<file path="src/rtl/gcn_pkg.sv">
`default_nettype none
// +----------------------------------------------------------------------------+
// | Module      : gcn_pkg                                                      |
// | Description : Shared widths, FSM state type and row type for the          |
// |               FM_WM_ADJ aggregation block.                                 |
// | Revision    : 1.0 - initial release                                        |
// +----------------------------------------------------------------------------+
package gcn_pkg;

  localparam int DOT_PROD_WIDTH = 16;  // element width of FM_WM / FM_WM_ADJ
  localparam int FM_WM_COLS     = 3;   // columns per row (output classes)
  localparam int FM_WM_ROWS     = 6;   // FM_WM rows == adjacency row width
  localparam int FEATURE_ROWS   = 6;   // output rows (nodes)

  localparam int FM_WM_WIDTH = $clog2(FM_WM_ROWS);
  localparam int COUNT_WIDTH = $clog2(FEATURE_ROWS);

  typedef enum logic [1:0] {
    IDLE  = 2'd0,
    ACCUM = 2'd1,
    WRITE = 2'd2,
    DONE  = 2'd3
  } agg_state_t;

  // Element [c] is column c; column 0 occupies the least significant bits.
  typedef logic [FM_WM_COLS-1:0][DOT_PROD_WIDTH-1:0] fm_row_t;

endpackage : gcn_pkg
`default_nettype wire

</file>
<file path="src/rtl/fm_wm_adj_row_buffer.sv">
`default_nettype none
// +----------------------------------------------------------------------------+
// | Module      : fm_wm_adj_row_buffer                                         |
// | Description : Row store for FM_WM_ADJ. Synchronous write, combinational    |
// |               read, out-of-range read addresses return zero, whole store   |
// |               cleared synchronously on reset.                              |
// | Ports       : clk, reset        - clock / sync active-high reset           |
// |               we, waddr, wdata  - row write port                           |
// |               raddr, rdata      - combinational row read port              |
// | Revision    : 1.0 - initial release                                        |
// +----------------------------------------------------------------------------+
module fm_wm_adj_row_buffer
  import gcn_pkg::*;
#(
  parameter int DEPTH   = FEATURE_ROWS,
  parameter int WADDR_W = COUNT_WIDTH,
  parameter int RADDR_W = FM_WM_WIDTH
) (
  input  logic               clk,
  input  logic               reset,
  input  logic               we,
  input  logic [WADDR_W-1:0] waddr,
  input  fm_row_t            wdata,
  input  logic [RADDR_W-1:0] raddr,
  output fm_row_t            rdata
);

  // One extra bit so DEPTH itself is representable in the range compare.
  localparam logic [RADDR_W:0] c_DEPTH = (RADDR_W+1)'(DEPTH);

  fm_row_t r_mem [DEPTH];

  always_ff @(posedge clk) begin
    if (reset) begin
      for (int i = 0; i < DEPTH; i++) begin
        r_mem[i] <= '0;
      end
    end else if (we) begin
      r_mem[waddr] <= wdata;
    end
  end

  assign rdata = ({1'b0, raddr} < c_DEPTH) ? r_mem[raddr] : '0;

endmodule : fm_wm_adj_row_buffer
`default_nettype wire

</file>
<file path="src/rtl/fm_wm_adj_aggregator.sv">
`default_nettype none
// +----------------------------------------------------------------------------+
// | Module      : fm_wm_adj_aggregator                                         |
// | Description : Computes FM_WM_ADJ = ADJ x FM_WM one output row at a time.   |
// |               For output row r, walks k over all FM_WM rows, adding row k  |
// |               into the accumulators when adjacency bit k of row r is set,  |
// |               then writes the finished row into the row buffer.            |
// | Ports       : clk, reset      - clock / sync active-high reset             |
// |               start           - level, begins a run from IDLE              |
// |               fm_wm_row       - FM_WM read address (k)                     |
// |               fm_wm_row_data  - FM_WM row at fm_wm_row (comb.)             |
// |               adj_row         - adjacency read address (r)                 |
// |               adj_row_bits    - adjacency row at adj_row (comb.)           |
// |               fm_wm_adj_row   - buffer read address (argmax stage)         |
// |               fm_wm_adj_out   - buffered row at fm_wm_adj_row (comb.)      |
// |               done            - high while all rows are valid              |
// | Revision    : 1.0 - initial release                                        |
// +----------------------------------------------------------------------------+
module fm_wm_adj_aggregator
  import gcn_pkg::*;
(
  input  logic                   clk,
  input  logic                   reset,
  input  logic                   start,
  output logic [FM_WM_WIDTH-1:0] fm_wm_row,
  input  fm_row_t                fm_wm_row_data,
  output logic [COUNT_WIDTH-1:0] adj_row,
  input  logic [FM_WM_ROWS-1:0]  adj_row_bits,
  input  logic [FM_WM_WIDTH-1:0] fm_wm_adj_row,
  output fm_row_t                fm_wm_adj_out,
  output logic                   done
);

  localparam logic [FM_WM_WIDTH-1:0] c_K_LAST = FM_WM_WIDTH'(FM_WM_ROWS - 1);
  localparam logic [COUNT_WIDTH-1:0] c_R_LAST = COUNT_WIDTH'(FEATURE_ROWS - 1);

  agg_state_t             r_state, w_state_next;
  logic [FM_WM_WIDTH-1:0] r_k, w_k_next;
  logic [COUNT_WIDTH-1:0] r_r, w_r_next;
  fm_row_t                r_acc, w_acc_next;
  logic                   r_done, w_done_next;
  logic                   w_we;

  always_ff @(posedge clk) begin
    if (reset) begin
      r_state <= IDLE;
      r_k     <= '0;
      r_r     <= '0;
      r_acc   <= '0;
      r_done  <= 1'b0;
    end else begin
      r_state <= w_state_next;
      r_k     <= w_k_next;
      r_r     <= w_r_next;
      r_acc   <= w_acc_next;
      r_done  <= w_done_next;
    end
  end

  always_comb begin
    w_state_next = r_state;
    w_k_next     = r_k;
    w_r_next     = r_r;
    w_acc_next   = r_acc;
    w_done_next  = r_done;
    w_we         = 1'b0;
    fm_wm_row    = '0;
    adj_row      = '0;

    case (r_state)
      IDLE: begin
        if (start) begin
          w_state_next = ACCUM;
          w_k_next     = '0;
          w_r_next     = '0;
          w_acc_next   = '0;
          w_done_next  = 1'b0;
        end
      end

      ACCUM: begin
        fm_wm_row = r_k;
        adj_row   = r_r;
        // Sums wrap naturally at DOT_PROD_WIDTH bits.
        for (int c = 0; c < FM_WM_COLS; c++) begin
          w_acc_next[c] = r_acc[c] + (adj_row_bits[r_k] ? fm_wm_row_data[c]
                                                        : '0);
        end
        if (r_k == c_K_LAST) begin
          w_state_next = WRITE;
          w_k_next     = '0;
        end else begin
          w_k_next = r_k + 1'b1;
        end
      end

      WRITE: begin
        w_we       = 1'b1;
        w_acc_next = '0;
        if (r_r == c_R_LAST) begin
          w_state_next = DONE;
          w_done_next  = 1'b1;
        end else begin
          w_r_next     = r_r + 1'b1;
          w_state_next = ACCUM;
        end
      end

      DONE: begin
        // Holding start high parks here; a new run needs a low-then-high start.
        w_done_next = 1'b1;
        if (!start) begin
          w_state_next = IDLE;
          w_done_next  = 1'b0;
        end
      end

      default: begin
        w_state_next = IDLE;
      end
    endcase
  end

  assign done = r_done;

  fm_wm_adj_row_buffer #(
    .DEPTH   (FEATURE_ROWS),
    .WADDR_W (COUNT_WIDTH),
    .RADDR_W (FM_WM_WIDTH)
  ) u_row_buffer (
    .clk   (clk),
    .reset (reset),
    .we    (w_we),
    .waddr (r_r),
    .wdata (r_acc),
    .raddr (fm_wm_adj_row),
    .rdata (fm_wm_adj_out)
  );

endmodule : fm_wm_adj_aggregator
`default_nettype wire

</file>
<file path="config.mk">
export PLATFORM = sky130hd
export DESIGN_NAME = fm_wm_adj_aggregator
export DESIGN_NICKNAME = d
export VERILOG_FILES = /design/src/rtl/gcn_pkg.sv /design/src/rtl/fm_wm_adj_row_buffer.sv /design/src/rtl/fm_wm_adj_aggregator.sv
export SDC_FILE = /design/constraint.sdc
export NUM_CORES = 1
export LEC_CHECK = 0
export ABC_AREA = 0
export CAP_MARGIN = 0
export CORE_UTILIZATION = 40
export CTS_CLUSTER_SIZE = 25
export DETAILED_ROUTE_END_ITERATION = 7
export HOLD_SLACK_MARGIN = 0.15
export PLACE_DENSITY = 0.67
export SLEW_MARGIN = 40
export SYNTH_ARGS = -nofsm -noshare
export SYNTH_HDL_FRONTEND = slang
export SYNTH_SLANG_ARGS = --single-unit
</file>
<file path="constraint.sdc">
create_clock -name clk -period 4 [get_ports clk]
set_input_delay 0.8 -clock clk [delete_from_list [all_inputs] [get_ports clk]]
set_output_delay 0.8 -clock clk [all_outputs]
set_load 0.02 [all_outputs]
</file>
## Word-level counts from Yosys, hierarchy flattened

Memory sizes are Yosys's and may differ from the RTL's.
Index checks and enable logic that the tools add are counted.

- Flip-flop bits (word level): 57
- Bits in writable memories: 288
- Input bits: 60
- Output and inout bits: 55
- Logic and storage cells: 69
- Memories kept: 1

- Add/sub/neg operators: 5
- Magnitude comparators: 2
- Equal/unequal tests: 10
- Mux-type cells: 33
- Reduce and logical (&&, ||, !) cells: 11

Memories:

| name | depth | bits a word | read ports | clocked after Yosys merged registers in | write ports | line | source |
|---|---|---|---|---|---|---|---|
| u_row_buffer.r_mem | 6 | 48 | 1 | 0 | 6 | fm_wm_adj_row_buffer.sv:31 | `fm_row_t r_mem [DEPTH];` |

Operators by type and width:

| operator | number |
|---|---|
| $mux 48 | 3 |
| $pmux 48 s3 | 1 |
| $add 16x16->16 | 3 |
| $mux 16 | 3 |
| $reduce_or 48->1 | 1 |
| $mux 3 | 6 |
| $pmux 3 s2 | 2 |
| $mux 1 | 11 |
| $ne 2x2->1 const B | 5 |
| $reduce_and 3->1 | 3 |
| $mux 2 | 4 |
| $pmux 2 s4 | 1 |
| $add 3x1->3 const B | 2 |
| $eq 3x3->1 const B | 2 |
| $reduce_bool 3->1 | 2 |
| $eq 2x2->1 const B | 2 |
| $lt 3x4->1 const B | 1 |
| $reduce_and 2->1 | 2 |
| $reduce_bool 2->1 | 2 |
| $bmux 1 s3 | 1 |
| $lt 3x3->1 const B | 1 |
| $pmux 1 s3 | 1 |
| $eq 2x1->1 const B | 1 |
| $logic_not 2->1 | 1 |

## Logic depth before layout (Yosys ltp)

Gate-level depths: netlist (run 1).

- Word-level depth: 7
- Depth in mapped cells: 17
- Depth with buffers taken out: 14

## Cells and area by module

Synthesis (run 1) repeated with hierarchy kept, for this count alone.

- Cell total of the unflattened synthesis: 1,546
- Area total of the unflattened synthesis: 17,261.6 µm²

By module, submodules not included:

| module | instances | cells an instance | area an instance (µm²) |
|---|---|---|---|
| fm_wm_adj_row_buffer | 1 | 945 | 12,595.8 |
| fm_wm_adj_aggregator | 1 | 601 | 4,665.7 |

## Worst setup path before layout (run 1)

Ideal clock, no wire load.

- Kind: reg-to-reg
- Start point: register r_state[0]
- End point: memory u_row_buffer.r_mem[4][0] in the netlist's numbering (enable)
- Setup time: 0.464 ns
- Data arrival time: 3.561 ns
- Data required time: 3.536 ns
- Setup slack: -0.024 ns
- Stages on the path, launching flop included: 10
- Buffers on the path: 2
- Cell sequence: dfxtp_1 inv_1 ha_1 clkbuf_1 inv_1 nor2_1 nand2_1 nand2_1 buf_2 o21bai_1

RTL lines:

| element | line | source |
|---|---|---|
| from (decl) | fm_wm_adj_aggregator.sv:37 | `agg_state_t r_state, w_state_next;` |
| from (signal assigned) | fm_wm_adj_aggregator.sv:52 | `r_state <= w_state_next;` |
| to (decl) | fm_wm_adj_row_buffer.sv:31 |  |

## Final worst setup path (run 1)

- Start point: input port adj_row_bits[2]
- End point: register r_acc[30] in the netlist's numbering

- Word-level cells in the longest chain between the ends: 5

RTL lines:

| element | line | source |
|---|---|---|
| from (decl) | fm_wm_adj_aggregator.sv:28 | `input logic [FM_WM_ROWS-1:0] adj_row_bits,` |
| $bmux 1 s3 | fm_wm_adj_aggregator.sv:86 | `w_acc_next[c] = r_acc[c] + (adj_row_bits[r_k] ? fm_wm_row_data[c]` |
| $mux 1 (not written as such) | fm_wm_adj_aggregator.sv:86 |  |
| $mux 16 | fm_wm_adj_aggregator.sv:86 |  |
| $add 16x16->16 | fm_wm_adj_aggregator.sv:86 |  |
| $pmux 48 s3 | fm_wm_adj_aggregator.sv:70 | `case (r_state)` |
| to (signal assigned) | fm_wm_adj_aggregator.sv:55 | `r_acc <= w_acc_next;` |
| to (decl) | fm_wm_adj_aggregator.sv:40 | `fm_row_t r_acc, w_acc_next;` |

Every way passes these cells. The select of a mux whose other input is x is not followed.
A chain may end at the register's enable or synchronous reset.

==> results of run 1 <==
## registers in the layout (all words and copies together), names as in the netlist
| name | flops |
|---|---|
| done | 1 |
| r_acc | 48 |
| r_k | 3 |
| r_r | 3 |
| r_state | 2 |
| u_row_buffer.r_mem | 288 |
## cells by family after synthesis
family	count (synthesis)
compound gates	235
flops	345
mux	99
simple gates	505
buf+inv	204
xor+xnor	34
fa+ha+maj	55
## layout make-up
cell class                 instances  area (µm²)  area share (%)
sequential                       345        9789           48.22
multi-input combinational        928        6310           31.08
timing repair buffer             201        1876           9.239
clock buffer                      49        1001           4.931
tap                              532       665.6           3.279
inverter                         122       457.9           2.256
clock inverter                    19       201.4          0.9923
## placed cells by master (no fill, tap or decap), drive strengths merged, types with 4 or more instances in the layout
cell type,count
xnor2,16
inv,123
xor2,18
a31oi,7
nand2,113
buf,94
o21a,5
mux2i,49
a22oi,10
nor3,9
a211oi,8
clkinv,13
edfxtp,288
nand3,15
o22ai,50
a21oi,60
o31ai,4
dfxtp,57
o211ai,4
nor2,289
nand4,4
o21bai,4
o21ai,45
mux4,49
clkbuf,49
nand2b,17
a21o,12
ha,52
clkdlybuf4s50,107
and2,48
## stage by stage
stage	total power [mW]	area, µm²
2_1_floorplan	5.509	16850
3_5_place_dp	6.279	19100
5_1_grt	9.971	20300
4_1_cts	9.655	20300
6_report	9.584	20300
3_3_place_gp	6.236	19100
## routing by layer
| metal | part of all wire, % | global-route usage [%] | vias to the layer above |
|---|---|---|---|
| li1 | - | - | 5543 |
| met3 | 5.6 | 2.441 | 62 |
| met4 | 2.2 | 6.202 | 0 |
| met1 | 41 | 26.16 | 5771 |
| met5 | 0 | 0 | - |
| met2 | 51 | 35.94 | 345 |
## worst max path at each step
| stage | end | slack, ns | start |
|---|---|---|---|
| floorplan | r_acc[15] | 0.27 | adj_row_bits[3] |
| global placement | r_acc[15] | -0.08 | adj_row_bits[0] |
| detailed placement | r_acc[30] | -0.17 | adj_row_bits[2] |
| CTS | r_acc[46] | 0.39 | adj_row_bits[2] |
| global route | r_acc[30] | 0.11 | adj_row_bits[2] |
| finish | r_acc[30] | 0.35 | adj_row_bits[2] |
## critical path, cell delays in order
cell and delay [ns]:
clkdlybuf4s50_1 0.40, mux4_2 0.45, mux2_4 0.34, buf_4 0.22, and2_1 0.17, ha_1 0.20, inv_1 0.09, fa_1 0.19
nand2b_1 0.13, a21oi_1 0.09, o31ai_1 0.22, buf_4 0.18, o21ai_0 0.08, a31oi_1 0.22, xor2_1 0.16, o21ai_0 0.09
## where the power goes
group / internal [mW] / switching, mW / leakage [nW]
combinational: 0.771 / 1.14 / 3.88
clock: 1.97 / 1.42 / 0.585
sequential: 4.15 / 0.125 / 3.44
total: 6.90 / 2.69 / 7.90
==> summary.md, run 1 <==
| Metric | Value |
|---|---|
| Status | `finished, final reports clean` |
| Pwr/cell area | `472.1 nW/µm²` |
| DR vias | `11,721` |
| Multiplexer share of the synthesized area | `9.554%` |
| Worst setup EP type | `register` |
| Min-delay src | `r_acc[47]` |
| Compound-Gate Fraction of Synth Area | `8.833%` |
| Routed Antenna Nets | `0` |
| Clk_skew | `0.01728 ns` |
| Gate Count Post-Synth | `1,477` |
| Xor and xnor area share after synthesis | `1.813%` |
| Slew @ Worst Pin | `0.8055 ns` |
| Pin count of the biggest net entering global routing | `49` |
| Largest family of logic cells by synthesized area | `simple AND/OR/NAND/NOR gates` |
| Worst R2R Path Depth | `15` |
| Post-CTS setup repair buffer count | `0` |
| Max-cap violation count | `0` |
| Number of distinct library cells after synthesis | `60` |
| Worst setup margin | `0.3524 ns` |
| Post-cts sizing count | `0` |
| Syn Std Cell Area | `16,840 µm²` |
| Setup TNS | `0 ns` |
| RR Startpoint | `r_k[0]` |
| Final min period | `3.648 ns` |
| Clock root cell | `clkbuf_16` |
| Worst hold path class | `register to register` |
| Number of DRC markers in iteration 0 | `739` |
| Pre-antenna DRT Iters | `5` |
| Area added between synthesis and finish | `20.53%` |
| Final Max Slew Viols | `0` |
| Sequential fraction of the synthesis area | `58.12%` |
| Worst-path clk slew | `0.06 ns` |
| DP Worst Slack | `-0.1674 ns` |
| Critical path data arrival time | `4.06 ns` |
| Nets | `1,750` |
| Fin crit share | `91.19%` |
| Synth Area per Inst | `11.40 µm²` |
| Ant diodes | `0` |
| Io pins | `115` |
| H-tree levels | `2` |
| Vias per cell | `5.337` |
| Core Util, Final | `49.27%` |
| FILL cells | `3,658` |
| Hold_ws | `0.4739 ns` |
| Yosys warnings | `0` |
| Hpwl dp | `26.39 mm` |
| CTS max path bufs | `3` |
| Seq cells post-synth | `345` |
| Synth top cells by count | `nor2_1, edfxtp_1, inv_1, nand2_1, a21oi_1` |
| Drt drc | `0` |
| EDFF count, synth | `288` |
| CP Launch Type | `primary input` |
| Skew-Pair Late Insertion Delay | `0.54 ns` |
| Yosys top cell by area | `edfxtp_1` |
| CTS tree | `done` |
| Die area | `42,930 µm²` |
| Post-synthesis adder-cell area fraction | `4.220%` |
| RSZ-0062 raised after global routing | `false` |
| Max FO, Critical Path | `20` |
| R2r setup slk | `0.44 ns` |
| Hold Crit Depth | `2` |
| Placed cells | `2,128` |
| Pleak | `7.904 nW` |
| Core area | `41,200 µm²` |
| Final hold vios | `0` |
| Count leader, synth | `nor2_1` |
| Setup violators final | `0` |
| Routed WL per cell | `19.74 µm` |
| Gpl congestion | `0.8554` |
| Synth Flop Type | `edfxtp_1` |
| CTS Hold Bufs | `0` |
| Input/output buffers | `114` |
| Total gr overflow | `0` |
| WP data required | `4.41 ns` |
| Clock Sink Count | `345` |
| Post-synth net total | `1,592` |
| TritonCTS buffer count | `37` |
| Yosys top cell area share | `51.35%` |
| Slew HR | `45.89%` |
| Initial antenna violation count | `0` |
| Initial core utilization | `40.88%` |
| Die Y | `207.2 µm` |
| Fmax | `0.2741 GHz` |
| Post-synthesis async set-or-reset flop share | `0%` |
| Largest cells by area after synthesis | `edfxtp_1, dfxtp_1, mux4_2` |
| Gr usage total | `20.37%` |
| Layout Cells excl Fill | `2,196` |
| DRT Wirelength | `43.35 mm` |
| Vias in the first global route | `12,085` |
| Layout cell share with drive strength beyond 1 | `13.28%` |
| Row count | `74` |
| Crit Path Class | `primary input to register` |
| Global-route wire length before repair | `67.63 mm` |
| Reg2reg end | `r_acc[30]` |
| Post-Synth Simple-Gate Area | `12.71%` |
| VDD IR max | `234.3 µV` |
| Die width | `207.2 µm` |
| End of the worst hold path | `r_acc[47]` |
No activity file was read; power rests on OpenSTA's default activity.
==> run 2, diff against run 1 <==
Settings changed: ABC_AREA 0 to 1, CORE_UTILIZATION 40 to 55, CTS_CLUSTER_DIAMETER set to 150, PLACE_DENSITY 0.67 to 0.84.
==> run 2 against run 1 <==
  * Synthesized area increased by 27%
  * Cell count increased by 33%
  * Combinational power increased by 32%
  * Critical endpoint is now fm_wm_adj_out[1]
  * Global-route usage increased by 6.9 points
==> summary.md, run 2 <==
| Metric | Value |
|---|---|
| Pre-antenna DRT Iters | `5 (unchanged)` |
| Critical path data arrival time | `2.76 ns (-1.30 ns)` |
| Vias per cell | `5.802 (+8.7%)` |
| Compound-Gate Fraction of Synth Area | `10.43% (+1.6 points)` |
| Number of distinct library cells after synthesis | `34 (-43%)` |
| Yosys top cell area share | `53.95% (+2.6 points)` |
| Initial core utilization | `56.35% (+15 points)` |
| Row count | `71 (-4.1%)` |
| Die width | `199.1 µm (-3.9%)` |
| Vias in the first global route | `16,466 (+36%)` |
| Area added between synthesis and finish | `11.01%` |
| Xor and xnor area share after synthesis | `0% (-1.8 points)` |
| Final min period | `3.556 ns (-0.09127 ns)` |
| Status | `finished, final reports clean` |
| Final Max Slew Viols | `0 (unchanged)` |
| Fin crit share | `88.91% (-2.3 points)` |
| Initial antenna violation count | `0 (unchanged)` |
| CP Launch Type | `primary input` |
| Synth Flop Type | `edfxtp_1` |
| Die Y | `199.1 µm (-3.9%)` |
| RR Startpoint | `r_k[0]` |
| Max reg flops | `384 (+33%)` |
| Synth top cells by count | `nor2_1, edfxtp_1, nand2_1, inv_1, o21ai_0` |
| Largest family of logic cells by synthesized area | `simple AND/OR/NAND/NOR gates` |
| Syn Std Cell Area | `21,370 µm² (+27%)` |
| H-tree levels | `1 (-1)` |
| Largest registers | `u_row_buffer.r_mem: 384 flops, r_acc: 48 flops` |
| Layout cell share with drive strength beyond 1 | `4.748% (-8.5 points)` |
| Sequential fraction of the synthesis area | `59.29% (+1.2 points)` |
| Gate Count Post-Synth | `2,336 (+58%)` |
| Most common cell on crit path | `nand2_1` |
| Pin count of the biggest net entering global routing | `99 (+100%)` |
| Gpl congestion | `0.9207 (+7.6%)` |
| Worst path cell trace | `buf_2 -> clkinv_2 -> buf_12 -> o21ai_0 -> o22ai_1 -> nand2_1 -> nand2_1 -> clkdlybuf4s50_1` |
| Crit Path Class | `primary input to primary output` |
| Routed WL per cell | `18.55 µm (-6.0%)` |
| Sw Pwr | `3.269 mW (+22%)` |
| DRT Wirelength | `54.01 mm (+25%)` |
| Tot Pwr | `10.49 mW (+9.4%)` |
| Count leader, synth | `nor2_1` |
| Post-cts sizing count | `0 (unchanged)` |
| Multiplexer share of the synthesized area | `0% (-9.6 points)` |
| Synth Area per Inst | `9.150 µm² (-20%)` |
| Sw frac | `31.17% (+3.1 points)` |
| Most common cell after layout, fill and taps aside | `nor2_1` |
| Clock root cell | `clkbuf_16` |
| Skew-Pair Late Insertion Delay | `0.54 ns (about the same)` |
| Post-synthesis async set-or-reset flop share | `0% (unchanged)` |
| Die area | `39,650 µm² (-7.6%)` |
| Largest cells by area after synthesis | `edfxtp_1, nor2_1, nand2_1` |
| Drt drc | `0 (unchanged)` |
| Fmax | `0.2812 GHz (+2.6%)` |
| Sequential power share | `53.3% (+8.7 points)` |
| Input/output buffers | `114 (unchanged)` |
| Clk_skew | `0.02146 ns (+0.004180 ns)` |
| Gr usage total | `27.25% (+6.9 points)` |
| Sequential Area | `12,670 µm² (+29%)` |
| Slew HR | `47.12% (+1.2 points)` |
| Comb pwr share | `24.0% (+4.0 points)` |
| Max FO, Critical Path | `86 (+330%)` |
| Clock Sink Count | `441 (+28%)` |
| Worst hold path class | `register to register` |
| Worst setup EP type | `primary output` |
| EDFF count, synth | `384 (+33%)` |
| Clock network fraction of total power | `22.7% (-13 points)` |
| Yosys warnings | `0 (unchanged)` |
| Worst R2R Path Depth | `20 (+5)` |
| Worst-path clk slew | `0.10 ns (+0.04 ns)` |
| Post-synth net total | `2,451 (+54%)` |
| Nets | `2,502 (+43%)` |
| Worst setup margin | `0.4436 ns (+0.09127 ns)` |
| Max-cap violation count | `0 (unchanged)` |
| Io pins | `115 (unchanged)` |
| End of the worst hold path | `r_acc[0]` |
| Hpwl dp | `33.84 mm (+28%)` |
| Routed Antenna Nets | `0 (unchanged)` |
| CTS max path bufs | `3 (unchanged)` |
| Global-route wire length before repair | `84.27 mm (+25%)` |
| Yosys top cell by area | `edfxtp_1` |
| Core area | `37,930 µm² (-7.9%)` |
| Pleak | `9.587 nW (+21%)` |
| R2r setup slk | `0.89 ns (+0.45 ns)` |
| Slowest stage delay, CP | `0.64 ns (+0.19 ns)` |
| Number of DRC markers in iteration 0 | `1,867 (+150%)` |
| Ant diodes | `0 (unchanged)` |
| Reg2reg end | `r_acc[10]` |
| CTS Hold Bufs | `0 (unchanged)` |
| Area of the multi-input gates | `7447 µm² (+18%)` |
| Slowest cell on crit path | `clkdlybuf4s50_1` |
| Post-synthesis adder-cell area fraction | `3.325% (-0.89 points)` |
| Commonest non-fill, non-tap cells in the layout | `nor2_1, edfxtp_1, nand2_1` |
| FILL cells | `2,986 (-18%)` |
| WP data required | `3.20 ns (-1.21 ns)` |
| Slew @ Worst Pin | `0.7904 ns (-0.01502 ns)` |
| Setup TNS | `0 ns (unchanged)` |
| DP Worst Slack | `0.1995 ns (+0.3668 ns)` |
| VDD IR max | `292.1 µV (+25%)` |
| Top reg by flops | `u_row_buffer.r_mem` |
| Total gr overflow | `0 (unchanged)` |
| Post-CTS setup repair buffer count | `0 (unchanged)` |
| P_int | `7.218 mW (+4.6%)` |
| Min-delay src | `r_acc[0]` |
| TritonCTS buffer count | `21 (-43%)` |
| Post-Synth Simple-Gate Area | `20.83% (+8.1 points)` |
| Pwr/cell area | `442.0 nW/µm² (-6.4%)` |
| DR vias | `16,895 (+44%)` |
| RSZ-0062 raised after global routing | `false` |
| Final hold vios | `0 (unchanged)` |
| CTS tree | `done` |
| Setup violators final | `0 (unchanged)` |
| Seq cells post-synth | `441 (+28%)` |
| Hold Crit Depth | `2 (unchanged)` |
==> run 2: kinds of logic (layout without fill, tap and decap cells) <==
group | Yosys count | in the layout
buffers and inverters | 323 | 388
adders and majority gates | 55 | 55
AOI/OAI and AO/OA | 407 | 407
DFF | 441 | 441
and+or+nand+nor | 1110 | 1110
==> run 2: cell type report <==
class / count / share of cell area [%]
flip-flops and latches: 441 / 53.41
multi-input cells: 1572 / 31.39
repair buffers: 154 / 6.877
inverters: 197 / 3.132
well taps: 511 / 2.695
clock buffers: 36 / 2.452
clock inverters: 1 / 0.04746
==> run 2: critical path: cells and delay by family <==
family / cells / cell delay [ns]
buf+inv: 4 / 1.27
compound gates: 2 / 0.36
simple gates: 2 / 0.25
==> run 2: worst max-delay path by stage <==
stage,startpoint,end
finish,fm_wm_adj_row[1],fm_wm_adj_out[1]
global route,fm_wm_adj_row[1],fm_wm_adj_out[1]
CTS,fm_wm_adj_row[1],fm_wm_adj_out[1]
detailed placement,adj_row_bits[0],r_acc[10]
global placement,adj_row_bits[1],r_acc[26]
floorplan,reset,u_row_buffer.r_mem[6][0]
==> run 2: metrics by stage <==
stage	hold WS (ns)	util (%)	cell area, µm²	cells
finish	0.5025	62.55	23730	2912
global route	0.5237	62.55	23730	2912
CTS	0.5022	62.55	23730	2912
detailed placement	0.4874	60.99	23130	2875
global placement	0.4768	60.95	23120	2874
floorplan	0.4624	-	21380	2336
==> run 2: power by group through the flow <==
stage | Combinational [mW] | Clock [mW] | Sequential [mW]
after CTS | 2.50 | 2.37 | 5.58
final | 2.52 | 2.38 | 5.59
after detailed placement | 2.49 | 0 | 5.68
after floorplan | 1.67 | 0 | 5.62
after global placement | 2.44 | 0 | 5.66
after global routing | 2.76 | 2.53 | 5.62
==> run 2: per-layer routing <==
metal  global-route usage [%]  wire [µm]  part of all wire [%]
met1                    36.50      21420                    40
met2                    45.59      25840                    48
met3                    4.591       5533                    10
met4                    8.063       1224                   2.3
met5                        0          0                     0
